--- src/rtl/sc_regbus_pkg.sv ---
// Shared types and constants for the Space Cubics register bus and its AXI4-Lite bridge.
package sc_regbus_pkg;

  typedef enum logic [1:0] {W_IDLE, W_BUS, W_RESP} wr_state_t;
  typedef enum logic [1:0] {R_IDLE, R_BUS, R_RESP} rd_state_t;

  localparam logic [1:0] RESP_OKAY   = 2'b00;
  localparam logic [1:0] RESP_SLVERR = 2'b10;
  localparam int         REGBUS_TYP_W = 10;

endpackage

--- src/rtl/sc_regbus_if.sv ---
// Register bus with independent write and read channels; busip is the master, regif the register block.
interface sc_regbus_if;

  logic [31:0]                           WADR;
  logic [3:0]                            WENB;
  logic [sc_regbus_pkg::REGBUS_TYP_W-1:0] WTYP;
  logic [31:0]                           WDAT;
  logic                                  WWAT;
  logic                                  WERR;

  logic [31:0]                           RADR;
  logic [3:0]                            RENB;
  logic [sc_regbus_pkg::REGBUS_TYP_W-1:0] RTYP;
  logic [31:0]                           RDAT;
  logic                                  RWAT;
  logic                                  RERR;

  modport busip (
    output WADR, WENB, WTYP, WDAT, RADR, RENB, RTYP,
    input  WWAT, WERR, RDAT, RWAT, RERR
  );

  modport regif (
    input  WADR, WENB, WTYP, WDAT, RADR, RENB, RTYP,
    output WWAT, WERR, RDAT, RWAT, RERR
  );

endinterface

--- src/rtl/sc_regbus_tmo.sv ---
// Wait-state watchdog for one register bus channel: fires on the TIMEOUT-th consecutive wait cycle.
module sc_regbus_tmo #(
  parameter int TIMEOUT = 255
) (
  input  logic CLK,
  input  logic RESET,
  input  logic clr,
  input  logic wat,
  output logic expired
);

  // The counter holds the number of earlier wait cycles, so it never needs to reach TIMEOUT itself.
  localparam int            CW   = (TIMEOUT < 2) ? 1 : $clog2(TIMEOUT);
  localparam logic [CW-1:0] LAST = CW'((TIMEOUT == 0) ? 0 : TIMEOUT - 1);

  logic [CW-1:0] cnt_q, cnt_d;

  always_comb begin
    cnt_d = cnt_q;
    if (clr) begin
      cnt_d = '0;
    end else if (wat && (cnt_q != LAST)) begin
      cnt_d = cnt_q + 1'b1;
    end
  end

  always_ff @(posedge CLK) begin
    if (RESET) begin
      cnt_q <= '0;
    end else begin
      cnt_q <= cnt_d;
    end
  end

  assign expired = (TIMEOUT != 0) && wat && !clr && (cnt_q == LAST);

endmodule

--- src/rtl/sc_axi2regbus.sv ---
// AXI4-Lite slave to register bus master bridge; write and read channels run as independent FSMs.
module sc_axi2regbus
  import sc_regbus_pkg::*;
#(
  parameter int TIMEOUT = 255
) (
  input  logic        CLK,
  input  logic        RESET,
  input  logic [31:0] S_AWADDR,
  input  logic [2:0]  S_AWPROT,
  input  logic        S_AWVALID,
  output logic        S_AWREADY,
  input  logic [31:0] S_WDATA,
  input  logic [3:0]  S_WSTRB,
  input  logic        S_WVALID,
  output logic        S_WREADY,
  output logic [1:0]  S_BRESP,
  output logic        S_BVALID,
  input  logic        S_BREADY,
  input  logic [31:0] S_ARADDR,
  input  logic [2:0]  S_ARPROT,
  input  logic        S_ARVALID,
  output logic        S_ARREADY,
  output logic [31:0] S_RDATA,
  output logic [1:0]  S_RRESP,
  output logic        S_RVALID,
  input  logic        S_RREADY,
  sc_regbus_if.busip  REGBUS
);

  // Handshakes: a beat transfers on a rising edge where valid and ready are both high; responses
  // hold valid and data until accepted. RESET gates every handshake output and bus enable at once.

  wr_state_t   wr_state_q, wr_state_d;
  logic        aw_got_q, aw_got_d, w_got_q, w_got_d;
  logic [29:0] waddr_q, waddr_d;
  logic [2:0]  awprot_q, awprot_d;
  logic [31:0] wdata_q, wdata_d;
  logic [3:0]  wstrb_q, wstrb_d;
  logic [1:0]  bresp_q, bresp_d;
  logic        aw_hs, w_hs, w_tmo;

  rd_state_t   rd_state_q, rd_state_d;
  logic [29:0] raddr_q, raddr_d;
  logic [2:0]  arprot_q, arprot_d;
  logic [31:0] rdata_q, rdata_d;
  logic [1:0]  rresp_q, rresp_d;
  logic        ar_hs, r_tmo;

  logic        unused_addr_bits;
  assign unused_addr_bits = ^{S_AWADDR[1:0], S_ARADDR[1:0]};

  assign S_AWREADY = !RESET && (wr_state_q == W_IDLE) && !aw_got_q;
  assign S_WREADY  = !RESET && (wr_state_q == W_IDLE) && !w_got_q;
  assign S_BVALID  = !RESET && (wr_state_q == W_RESP);
  assign S_BRESP   = bresp_q;
  assign aw_hs     = S_AWVALID && S_AWREADY;
  assign w_hs      = S_WVALID && S_WREADY;

  assign S_ARREADY = !RESET && (rd_state_q == R_IDLE);
  assign S_RVALID  = !RESET && (rd_state_q == R_RESP);
  assign S_RRESP   = rresp_q;
  assign S_RDATA   = rdata_q;
  assign ar_hs     = S_ARVALID && S_ARREADY;

  assign REGBUS.WADR = {waddr_q, 2'b00};
  assign REGBUS.WDAT = wdata_q;
  assign REGBUS.WTYP = {{(REGBUS_TYP_W-3){1'b0}}, awprot_q};
  assign REGBUS.WENB = (!RESET && (wr_state_q == W_BUS)) ? wstrb_q : 4'h0;
  assign REGBUS.RADR = {raddr_q, 2'b00};
  assign REGBUS.RTYP = {{(REGBUS_TYP_W-3){1'b0}}, arprot_q};
  assign REGBUS.RENB = (!RESET && (rd_state_q == R_BUS)) ? 4'hF : 4'h0;

  always_comb begin
    wr_state_d = wr_state_q;
    aw_got_d   = aw_got_q;
    w_got_d    = w_got_q;
    waddr_d    = waddr_q;
    awprot_d   = awprot_q;
    wdata_d    = wdata_q;
    wstrb_d    = wstrb_q;
    bresp_d    = bresp_q;
    case (wr_state_q)
      W_IDLE: begin
        if (aw_hs) begin
          aw_got_d = 1'b1;
          waddr_d  = S_AWADDR[31:2];
          awprot_d = S_AWPROT;
        end
        if (w_hs) begin
          w_got_d = 1'b1;
          wdata_d = S_WDATA;
          wstrb_d = S_WSTRB;
        end
        if (aw_got_d && w_got_d) begin
          aw_got_d = 1'b0;
          w_got_d  = 1'b0;
          // An all-zero strobe writes nothing, so it is acknowledged without touching the bus.
          if (wstrb_d == 4'h0) begin
            bresp_d    = RESP_OKAY;
            wr_state_d = W_RESP;
          end else begin
            wr_state_d = W_BUS;
          end
        end
      end
      W_BUS: begin
        if (!REGBUS.WWAT) begin
          bresp_d    = REGBUS.WERR ? RESP_SLVERR : RESP_OKAY;
          wr_state_d = W_RESP;
        end else if (w_tmo) begin
          bresp_d    = RESP_SLVERR;
          wr_state_d = W_RESP;
        end
      end
      W_RESP: begin
        if (S_BREADY) wr_state_d = W_IDLE;
      end
      default: wr_state_d = W_IDLE;
    endcase
  end

  always_comb begin
    rd_state_d = rd_state_q;
    raddr_d    = raddr_q;
    arprot_d   = arprot_q;
    rdata_d    = rdata_q;
    rresp_d    = rresp_q;
    case (rd_state_q)
      R_IDLE: begin
        if (ar_hs) begin
          raddr_d    = S_ARADDR[31:2];
          arprot_d   = S_ARPROT;
          rd_state_d = R_BUS;
        end
      end
      R_BUS: begin
        if (!REGBUS.RWAT) begin
          rdata_d    = REGBUS.RDAT;
          rresp_d    = REGBUS.RERR ? RESP_SLVERR : RESP_OKAY;
          rd_state_d = R_RESP;
        end else if (r_tmo) begin
          rdata_d    = 32'h0;
          rresp_d    = RESP_SLVERR;
          rd_state_d = R_RESP;
        end
      end
      R_RESP: begin
        if (S_RREADY) rd_state_d = R_IDLE;
      end
      default: rd_state_d = R_IDLE;
    endcase
  end

  always_ff @(posedge CLK) begin
    if (RESET) begin
      wr_state_q <= W_IDLE;
      aw_got_q   <= 1'b0;
      w_got_q    <= 1'b0;
      waddr_q    <= '0;
      awprot_q   <= '0;
      wdata_q    <= '0;
      wstrb_q    <= '0;
      bresp_q    <= RESP_OKAY;
      rd_state_q <= R_IDLE;
      raddr_q    <= '0;
      arprot_q   <= '0;
      rdata_q    <= '0;
      rresp_q    <= RESP_OKAY;
    end else begin
      wr_state_q <= wr_state_d;
      aw_got_q   <= aw_got_d;
      w_got_q    <= w_got_d;
      waddr_q    <= waddr_d;
      awprot_q   <= awprot_d;
      wdata_q    <= wdata_d;
      wstrb_q    <= wstrb_d;
      bresp_q    <= bresp_d;
      rd_state_q <= rd_state_d;
      raddr_q    <= raddr_d;
      arprot_q   <= arprot_d;
      rdata_q    <= rdata_d;
      rresp_q    <= rresp_d;
    end
  end

  sc_regbus_tmo #(.TIMEOUT(TIMEOUT)) u_wr_tmo (
    .CLK     (CLK),
    .RESET   (RESET),
    .clr     (wr_state_q != W_BUS),
    .wat     ((wr_state_q == W_BUS) && REGBUS.WWAT),
    .expired (w_tmo)
  );

  sc_regbus_tmo #(.TIMEOUT(TIMEOUT)) u_rd_tmo (
    .CLK     (CLK),
    .RESET   (RESET),
    .clr     (rd_state_q != R_BUS),
    .wat     ((rd_state_q == R_BUS) && REGBUS.RWAT),
    .expired (r_tmo)
  );

endmodule

--- src/flat_wrapper.sv ---
// flat-port wrapper written by rule: the top's interface ports become plain ports
module sc_axi2regbus_flat import sc_regbus_pkg::*;
#(
  parameter int TIMEOUT = 255
)
  (CLK, RESET, S_AWADDR, S_AWPROT, S_AWVALID, S_AWREADY, S_WDATA, S_WSTRB, S_WVALID, S_WREADY, S_BRESP, S_BVALID, S_BREADY, S_ARADDR, S_ARPROT, S_ARVALID, S_ARREADY, S_RDATA, S_RRESP, S_RVALID, S_RREADY, REGBUS_WADR, REGBUS_WENB, REGBUS_WTYP, REGBUS_WDAT, REGBUS_RADR, REGBUS_RENB, REGBUS_RTYP, REGBUS_WWAT, REGBUS_WERR, REGBUS_RDAT, REGBUS_RWAT, REGBUS_RERR);
  sc_regbus_if REGBUS_i ();
  input  logic CLK;
  input  logic RESET;
  input  logic [31:0] S_AWADDR;
  input  logic [2:0] S_AWPROT;
  input  logic S_AWVALID;
  output logic S_AWREADY;
  input  logic [31:0] S_WDATA;
  input  logic [3:0] S_WSTRB;
  input  logic S_WVALID;
  output logic S_WREADY;
  output logic [1:0] S_BRESP;
  output logic S_BVALID;
  input  logic S_BREADY;
  input  logic [31:0] S_ARADDR;
  input  logic [2:0] S_ARPROT;
  input  logic S_ARVALID;
  output logic S_ARREADY;
  output logic [31:0] S_RDATA;
  output logic [1:0] S_RRESP;
  output logic S_RVALID;
  input  logic S_RREADY;
  output wire logic [$bits(REGBUS_i.WADR)-1:0] REGBUS_WADR;
  output wire logic [$bits(REGBUS_i.WENB)-1:0] REGBUS_WENB;
  output wire logic [$bits(REGBUS_i.WTYP)-1:0] REGBUS_WTYP;
  output wire logic [$bits(REGBUS_i.WDAT)-1:0] REGBUS_WDAT;
  output wire logic [$bits(REGBUS_i.RADR)-1:0] REGBUS_RADR;
  output wire logic [$bits(REGBUS_i.RENB)-1:0] REGBUS_RENB;
  output wire logic [$bits(REGBUS_i.RTYP)-1:0] REGBUS_RTYP;
  input wire logic [$bits(REGBUS_i.WWAT)-1:0] REGBUS_WWAT;
  input wire logic [$bits(REGBUS_i.WERR)-1:0] REGBUS_WERR;
  input wire logic [$bits(REGBUS_i.RDAT)-1:0] REGBUS_RDAT;
  input wire logic [$bits(REGBUS_i.RWAT)-1:0] REGBUS_RWAT;
  input wire logic [$bits(REGBUS_i.RERR)-1:0] REGBUS_RERR;
  assign REGBUS_WADR = REGBUS_i.WADR;
  assign REGBUS_WENB = REGBUS_i.WENB;
  assign REGBUS_WTYP = REGBUS_i.WTYP;
  assign REGBUS_WDAT = REGBUS_i.WDAT;
  assign REGBUS_RADR = REGBUS_i.RADR;
  assign REGBUS_RENB = REGBUS_i.RENB;
  assign REGBUS_RTYP = REGBUS_i.RTYP;
  assign REGBUS_i.WWAT = REGBUS_WWAT;
  assign REGBUS_i.WERR = REGBUS_WERR;
  assign REGBUS_i.RDAT = REGBUS_RDAT;
  assign REGBUS_i.RWAT = REGBUS_RWAT;
  assign REGBUS_i.RERR = REGBUS_RERR;
  sc_axi2regbus #(.TIMEOUT(TIMEOUT)) u_core (.CLK(CLK), .RESET(RESET), .S_AWADDR(S_AWADDR), .S_AWPROT(S_AWPROT), .S_AWVALID(S_AWVALID), .S_AWREADY(S_AWREADY), .S_WDATA(S_WDATA), .S_WSTRB(S_WSTRB), .S_WVALID(S_WVALID), .S_WREADY(S_WREADY), .S_BRESP(S_BRESP), .S_BVALID(S_BVALID), .S_BREADY(S_BREADY), .S_ARADDR(S_ARADDR), .S_ARPROT(S_ARPROT), .S_ARVALID(S_ARVALID), .S_ARREADY(S_ARREADY), .S_RDATA(S_RDATA), .S_RRESP(S_RRESP), .S_RVALID(S_RVALID), .S_RREADY(S_RREADY), .REGBUS(REGBUS_i));
endmodule
--- config.mk ---
export PLATFORM = sky130hd
export DESIGN_NAME = sc_axi2regbus_flat
export DESIGN_NICKNAME = d
export VERILOG_FILES = /design/src/rtl/sc_regbus_pkg.sv /design/src/rtl/sc_regbus_if.sv /design/src/rtl/sc_regbus_tmo.sv /design/src/rtl/sc_axi2regbus.sv /design/src/flat_wrapper.sv
export SDC_FILE = /design/constraint.sdc
export NUM_CORES = 1
export LEC_CHECK = 0
export ABC_AREA = 1
export BUFFER_PORTS_ARGS = -buffer_cell sky130_fd_sc_hd__buf_4
export CAP_MARGIN = 20
export CORE_MARGIN = 2
export CORE_UTILIZATION = 35
export CTS_CLUSTER_DIAMETER = 80
export DETAILED_ROUTE_END_ITERATION = 8
export SYNTH_ARGS = -nofsm -noshare
export SYNTH_HDL_FRONTEND = slang
export SYNTH_HIERARCHICAL = 1
export SYNTH_SLANG_ARGS = --single-unit
--- constraint.sdc ---
create_clock -name CLK -period 2.5 [get_ports CLK]
set_input_delay 0.25 -clock CLK [delete_from_list [all_inputs] [get_ports CLK]]
set_output_delay 0.25 -clock CLK [all_outputs]
set_load 0.03 [all_outputs]
# --- Yosys cells after proc, flatten, opt, wreduce, memory -nomap -nowiden ---
# Index checks and enable logic that the tools add are counted.
word_totals:
  output_inout_bits: 165
  regBits: 160
  elab_cells: 103
op_classes:
  mux: 30
  add_sub_neg: 2
  n_eq_ne: 18
  n_reduce_logical: 38
ops:
  columns: ["cell", "n"]
  rows:
  - ["32-bit 2-to-1 mux", 2]
  - ["2-bit 2-to-1 mux", 15]
  - ["1-bit logical AND", 20]
  - ["8-bit by 1-bit adder with 8-bit output, second input constant", 2]
  - ["8-bit == test, second input constant", 2]
  - ["4-bit 2-to-1 mux", 4]
  - ["8-bit inequality test, second input constant", 2]
  - ["2-bit case mux with 3 select lines", 2]
  - ["2-bit by 1-bit inequality test with 1-bit output, second input constant", 4]
  - ["2-bit inequality test, second input constant", 4]
  - ["2-bit AND reduction", 4]
  - ["1-bit 2-to-1 mux", 6]
  - ["3-bit AND reduction", 2]
  - ["1-bit logical NOT", 5]
  - ["2-bit by 1-bit == test with 1-bit output, second input constant", 2]
  - ["2-bit == test, second input constant", 2]
  - ["2-bit logical NOT", 2]
  - ["4-bit logical NOT", 1]
  - ["2-bit case mux with 2 select lines", 1]
  - ["4-bit AND reduction", 1]
  - ["2-bit OR reduction", 2]
  - ["3-bit by 2-bit inequality test with 1-bit output, second input constant", 1]
  - ["3-bit inequality test, second input constant", 1]
  - ["2-bit nonzero test", 1]

# --- Depth between registers and ports, before layout ---
depth:
  ltp_word: 10
  depth_mapped: 13

# --- Modules after synthesis ---
# The synthesis kept the hierarchy.
modules_own_cells:
  columns: ["module", "instances", "area_each_um2", "cells_each"]
  rows:
  - ["sc_axi2regbus", 1, 5302.6, 690]
  - ["sc_regbus_tmo", 2, 481.7, 69]

# --- Worst setup path before layout ---
# Ideal clock, no wire load.
synth_path:
  kind: "reg2reg"
  start: "register u_core.rd_state_q[0]"
  end: "register u_core.rdata_q[1], in the netlist u_core/S_RDATA[1]"
  setup_ps: 132
  path_slack_ps: 706
  path_stages_with_launch: 10
  arrival_ps: 1662
  synth_period_minus_slack_ps: 1794
  cell_sequence: "dfxtp_1 > inv_1 > nor2_1 > inv_1 > nor2_1 > nor3b_1 > o21ai_1 > clkbuf_1 > nand2_1 > a21oi_1"
synth_between:
  elab_chain_cells: 6
synth_rtl:
  columns: ["element", "line", "rtl"]
  rows:
  - ["from (decl)", "sc_axi2regbus.sv:43", "rd_state_t rd_state_q, rd_state_d;"]
  - ["from (signal assigned)", "sc_axi2regbus.sv:179", "rd_state_q <= rd_state_d;"]
  - ["2-bit by 1-bit == test with 1-bit output or 2-bit by 1-bit inequality test with 1-bit output (tied branches)", "sc_axi2regbus.sv:199, sc_axi2regbus.sv:198", null]
  - ["1-bit logical AND or 1-bit logical NOT (tied branches)", "sc_axi2regbus.sv:199, sc_regbus_tmo.sv:35", null]
  - ["1-bit logical AND (*) (2 in series)", "sc_regbus_tmo.sv:35", "assign expired = (TIMEOUT != 0) && wat && !clr && (cnt_q == LAST);"]
  - ["net u_core.r_tmo", "sc_axi2regbus.sv:48", "logic ar_hs, r_tmo;"]
  - ["2-bit by 1-bit inequality test with 1-bit output (no line) (*)", null, null]
  - ["2-bit AND reduction (no line) (*)", null, null]
  - ["to (signal assigned)", "sc_axi2regbus.sv:182", "rdata_q <= rdata_d;"]
  - ["to (decl)", "sc_axi2regbus.sv:46", "logic [31:0] rdata_q, rdata_d;"]
# Mark *: on every way through the listed nets, which the timed path passes. The rest lies on a longest branch.
# A chain may end at the register's enable or synchronous reset.

# --- Worst setup path after layout ---
layout_path:
  start: "register u_core.u_rd_tmo.cnt_q[0]"
  end: "register u_core.rresp_q[1], in the netlist u_core/S_RRESP[1]"
layout_between:
  elab_chain_cells: 4
layout_rtl:
  columns: ["element", "line", "rtl"]
  rows:
  - ["from (decl)", "sc_regbus_tmo.sv:16", "logic [CW-1:0] cnt_q, cnt_d;"]
  - ["from (signal assigned)", "sc_regbus_tmo.sv:31", "cnt_q <= cnt_d;"]
  - ["8-bit == test", "sc_regbus_tmo.sv:35", null]
  - ["1-bit logical AND", "sc_regbus_tmo.sv:35", null]
  - ["net u_core.r_tmo", "sc_axi2regbus.sv:48", null]
  - ["2-bit by 1-bit inequality test with 1-bit output (no line)", null, null]
  - ["2-bit AND reduction (no line)", null, null]
  - ["to (signal assigned)", "sc_axi2regbus.sv:183", "rresp_q <= rresp_d;"]
  - ["to (decl)", "sc_axi2regbus.sv:47", "logic [1:0] rresp_q, rresp_d;"]
# The timed path passes the listed nets, and every way through them passes these cells.

==> impl_metrics.csv <==
group,metric,value,unit
routing,wirelength,17.27,mm
place,dpl.cell_count,1308,
critical_path,path_cells,"inv_1, ha_1, inv_1, nor2_1, nand2_4, nor3b_1, o21ai_2, buf_4, inv_1, o21ai_0, a21oi_1",
sta,fmax,515.5,MHz
logic_synthesis,synthAdderAreaFrac,0.7987,%
critical_path,ff2ff_path_depth,11,
logic_synthesis,yosys.area.top_type,"dfxtp_1",
worst_hold_path,holdPathStages,3,
sta,timing.hold.ws,20.88,ps
critical_path,critical_path.endpoint_type,"flop",
layout,drive_above_1_share,31.81,%
logic_synthesis,synth-seq-cells,158,
critical_path,rr_startpoint,"u_core/u_rd_tmo/cnt_q[0]",
critical_path,path_max_fanout,34,
critical_path,reg2reg_to,"u_core/S_RRESP[1]",
global_routing,grt_pass1_vias,5434,
critical_path,cp-start-kind,"flop",
clock_network,h-tree-depth,4,
layout,finalNonFillerCells,1341,
sta,rsz0062_at_grt,"false",
floorplan,coreArea,0.01742,mm2
routing,routed_via_density,4.441,
clock_network,worstSkewPairLatency,420,ps
clock_network,clk_pin_slew_worst_paths,60,ps
logic_synthesis,netlist_area,0.006266,mm2
logic_synthesis,synth_top_family_by_area,"simple AND/OR/NAND/NOR gates",
place,port_buffers,289,
global_routing,grt_first_pass_wirelength,26.36,mm
critical_path,crit_top_cell,"inv_1",
sta,finClkSkew,8.336,ps
clock_network,cts_buffers,17,
layout,n_antenna_cell,0,
layout,finalNetCount,1256,
critical_path,crit_type,"flop to flop",
critical_path,reg2reg_slack,560,ps
logic_synthesis,yosysWarnings,6,
sta,finalCritPeriodShare,77.59,%
routing,post_drt_wl_per_cell,12.88,um
sta,min_period,1940,ps
floorplan,ioPinCount,314,
logic_synthesis,yosysMostFrequentCell,"nand2_1",
floorplan,dieArea,0.01899,mm2
routing,drc,0,
place,gp_congestion,0.7776,
logic_synthesis,synth_compound_gate_area_share,12.36,%
clock_network,cts_tree,"done",
power_and_ir_drop,p_leak,0.004239,uW
place,postPlaceCellArea,0.008532,mm2
logic_synthesis,synth_top_area_share,50.48,%
global_routing,antenna_found_initial,0,
routing,drt-pass1-iter-count,4,
place,dp_hpwl,12.23,mm
layout,finalInstanceArea,0.009148,mm2
sta,tightest_slew,638.2,ps
logic_synthesis,synthSimpleGateAreaFrac,25.62,%
clock_network,cts.sinks,158,
power_and_ir_drop,p_total,7981,uW
routing,first_iter_violations,267,
clock_network,cts_hold_buf,1,
clock_network,clockRootBuffer,"clkbuf_16",
critical_path,max_stage_delay,350,ps
sta,drv_slew,0,
power_and_ir_drop,power_density,872.5,mW/mm2
clock_network,cts_resized,0,
global_routing,grt_max_degree,68,
logic_synthesis,synthFlopType,"dfxtp_1",
layout,syn_to_final_growth,45.99,%
worst_hold_path,hold_class,"input port to flop",
sta,finalSetupViolCount,0,
routing,num_vias,5956,
logic_synthesis,muxShareOfSynthArea,0,%
run_status,status,"complete, no violations",
logic_synthesis,ys_top_cells_by_area,"dfxtp_1 50%, nand2_1 15%, a21oi_1 9.0%",
critical_path,arrival,2290,ps
critical_path,slowest_stage,"dfxtp_1",
clock_network,cts.path.max_buffers,2,
global_routing,grtUsageTotal,17.64,%
logic_synthesis,async_flop_share,0,%
logic_synthesis,netlist_instances,828,
floorplan,die-height,137.8,um
worst_hold_path,hold_end,"u_core/raddr_q[9]",
logic_synthesis,synth_commonest_cells,"251 x nand2_1, 158 x dfxtp_1, 113 x a21oi_1",
sta,setup_tns,0,ps
logic_synthesis,synth_seq_area_share,50.48,%
logic_synthesis,synth_xor_area_share,0.8387,%
logic_synthesis,synth_edf_count,0,
run,max-cap-violations,0,
global_routing,grt_overflow,0,
routing,drt.antenna.violating_nets,0,
floorplan,die_x,137.8,um
clock_network,cts_setup_buffers,0,
sta,hold_viol_final,0,
sta,slew_headroom,57.45,%
critical_path,cp.required,2850,ps
floorplan,initial_core_util,35.98,%
worst_hold_path,min_from,"S_ARADDR[11]",
power_and_ir_drop,ir_drop,0.4693,mV
logic_synthesis,synth.distinct_cells,30,
floorplan,rows,48,
logic_synthesis,syn_avg_cell_area,7.568,um2
## power breakdown
group | internal [uW] | total, uW | switching (uW)
logic | 826 | 2300 | 1480
registers | 2850 | 3030 | 171
clock network | 1610 | 2650 | 1050
## stage by stage
step	worst slack (ps)	utilization, %
6_report	560.2	52.52
4_1_cts	533.2	52.52
2_1_floorplan	705.7	-
5_1_grt	334.9	52.52
3_5_place_dp	560.3	48.99
3_3_place_gp	605.9	48.99
## registers in the layout, summed over array words and instances, names as in the netlist, 4 cells and up
register               flops
u_core/REGBUS.WDAT        32
u_core/S_RDATA            32
u_core/raddr_q            30
u_core/waddr_q            30
u_core/u_rd_tmo/cnt_q      8
u_core/u_wr_tmo/cnt_q      8
u_core/wstrb_q             4
## cells by family after synthesis
group / count (synthesis)
XOR/XNOR: 6
other: 1
buffers and inverters: 135
flip-flops: 158
AND/OR/NAND/NOR: 370
AO/OA/AOI/OAI: 154
adder cells (fa/ha/maj): 4
## cells in the final DEF, fill, tap and decap left out, types with 2 or more instances in the layout
| cell type | count |
|---|---|
| a21oi_1 | 113 |
| buf_4 | 300 |
| bufinv_16 | 3 |
| clkbuf_1 | 2 |
| clkbuf_16 | 17 |
| clkinv_2 | 2 |
| clkinv_4 | 2 |
| clkinvlp_4 | 2 |
| conb_1 | 20 |
| dfxtp_1 | 158 |
| ha_1 | 4 |
| inv_1 | 67 |
| inv_2 | 2 |
| inv_4 | 2 |
| inv_6 | 3 |
| nand2_1 | 251 |
| nand2_2 | 6 |
| nand2_4 | 4 |
| nand3_1 | 41 |
| nand3_2 | 2 |
| nand4_1 | 7 |
| nor2_1 | 44 |
| nor2_4 | 3 |
| nor3_1 | 5 |
| nor3b_1 | 2 |
| o21ai_0 | 39 |
| xnor2_1 | 4 |
| xor2_1 | 2 |
## cell type report
| type | instances | area (um2) |
|---|---|---|
| Fill cell | 1769 | 8269 |
| Timing Repair Buffer | 301 | 2262 |
| Tap cell | 225 | 281.5 |
| Clock buffer | 20 | 446.7 |
| Inverter | 71 | 271.5 |
| Clock inverter | 12 | 158.9 |
| Sequential cell | 158 | 3163 |
| Multi-Input combinational cell | 554 | 2564 |
## critical path, delay by kind of cell (launching register included)
family | cells | cell delay [ps]
adders and majority gates | 1 | 190
DFF | 1 | 350
and+or+nand+nor | 3 | 580
buffers and inverters | 4 | 490
AOI/OAI and AO/OA | 3 | 270
## worst max path at each step
stage / startpoint / to / slack (ps) / cells after the start
CTS: u_core/rd_state_q[0] / u_core/S_RRESP[1] / 530 / 11
global placement: u_core/rd_state_q[0] / u_core/S_RRESP[1] / 610 / 11
global route: u_core/rd_state_q[0] / u_core/S_RRESP[1] / 330 / 11
finish: u_core/u_rd_tmo/cnt_q[0] / u_core/S_RRESP[1] / 560 / 11
detailed placement: u_core/rd_state_q[0] / u_core/S_RRESP[1] / 560 / 11
floorplan: u_core/rd_state_q[0] / u_core/S_RDATA[1] / 710 / 9
## layer usage
layer	routed length (um)	track usage (%)	vias up
met5	0	0	-
met1	7103	20.52	2634
met4	364	7.653	0
met2	8682	30.32	159
met3	1120	4.930	24
li1	-	-	3139
(Power assumes the default switching activity.)
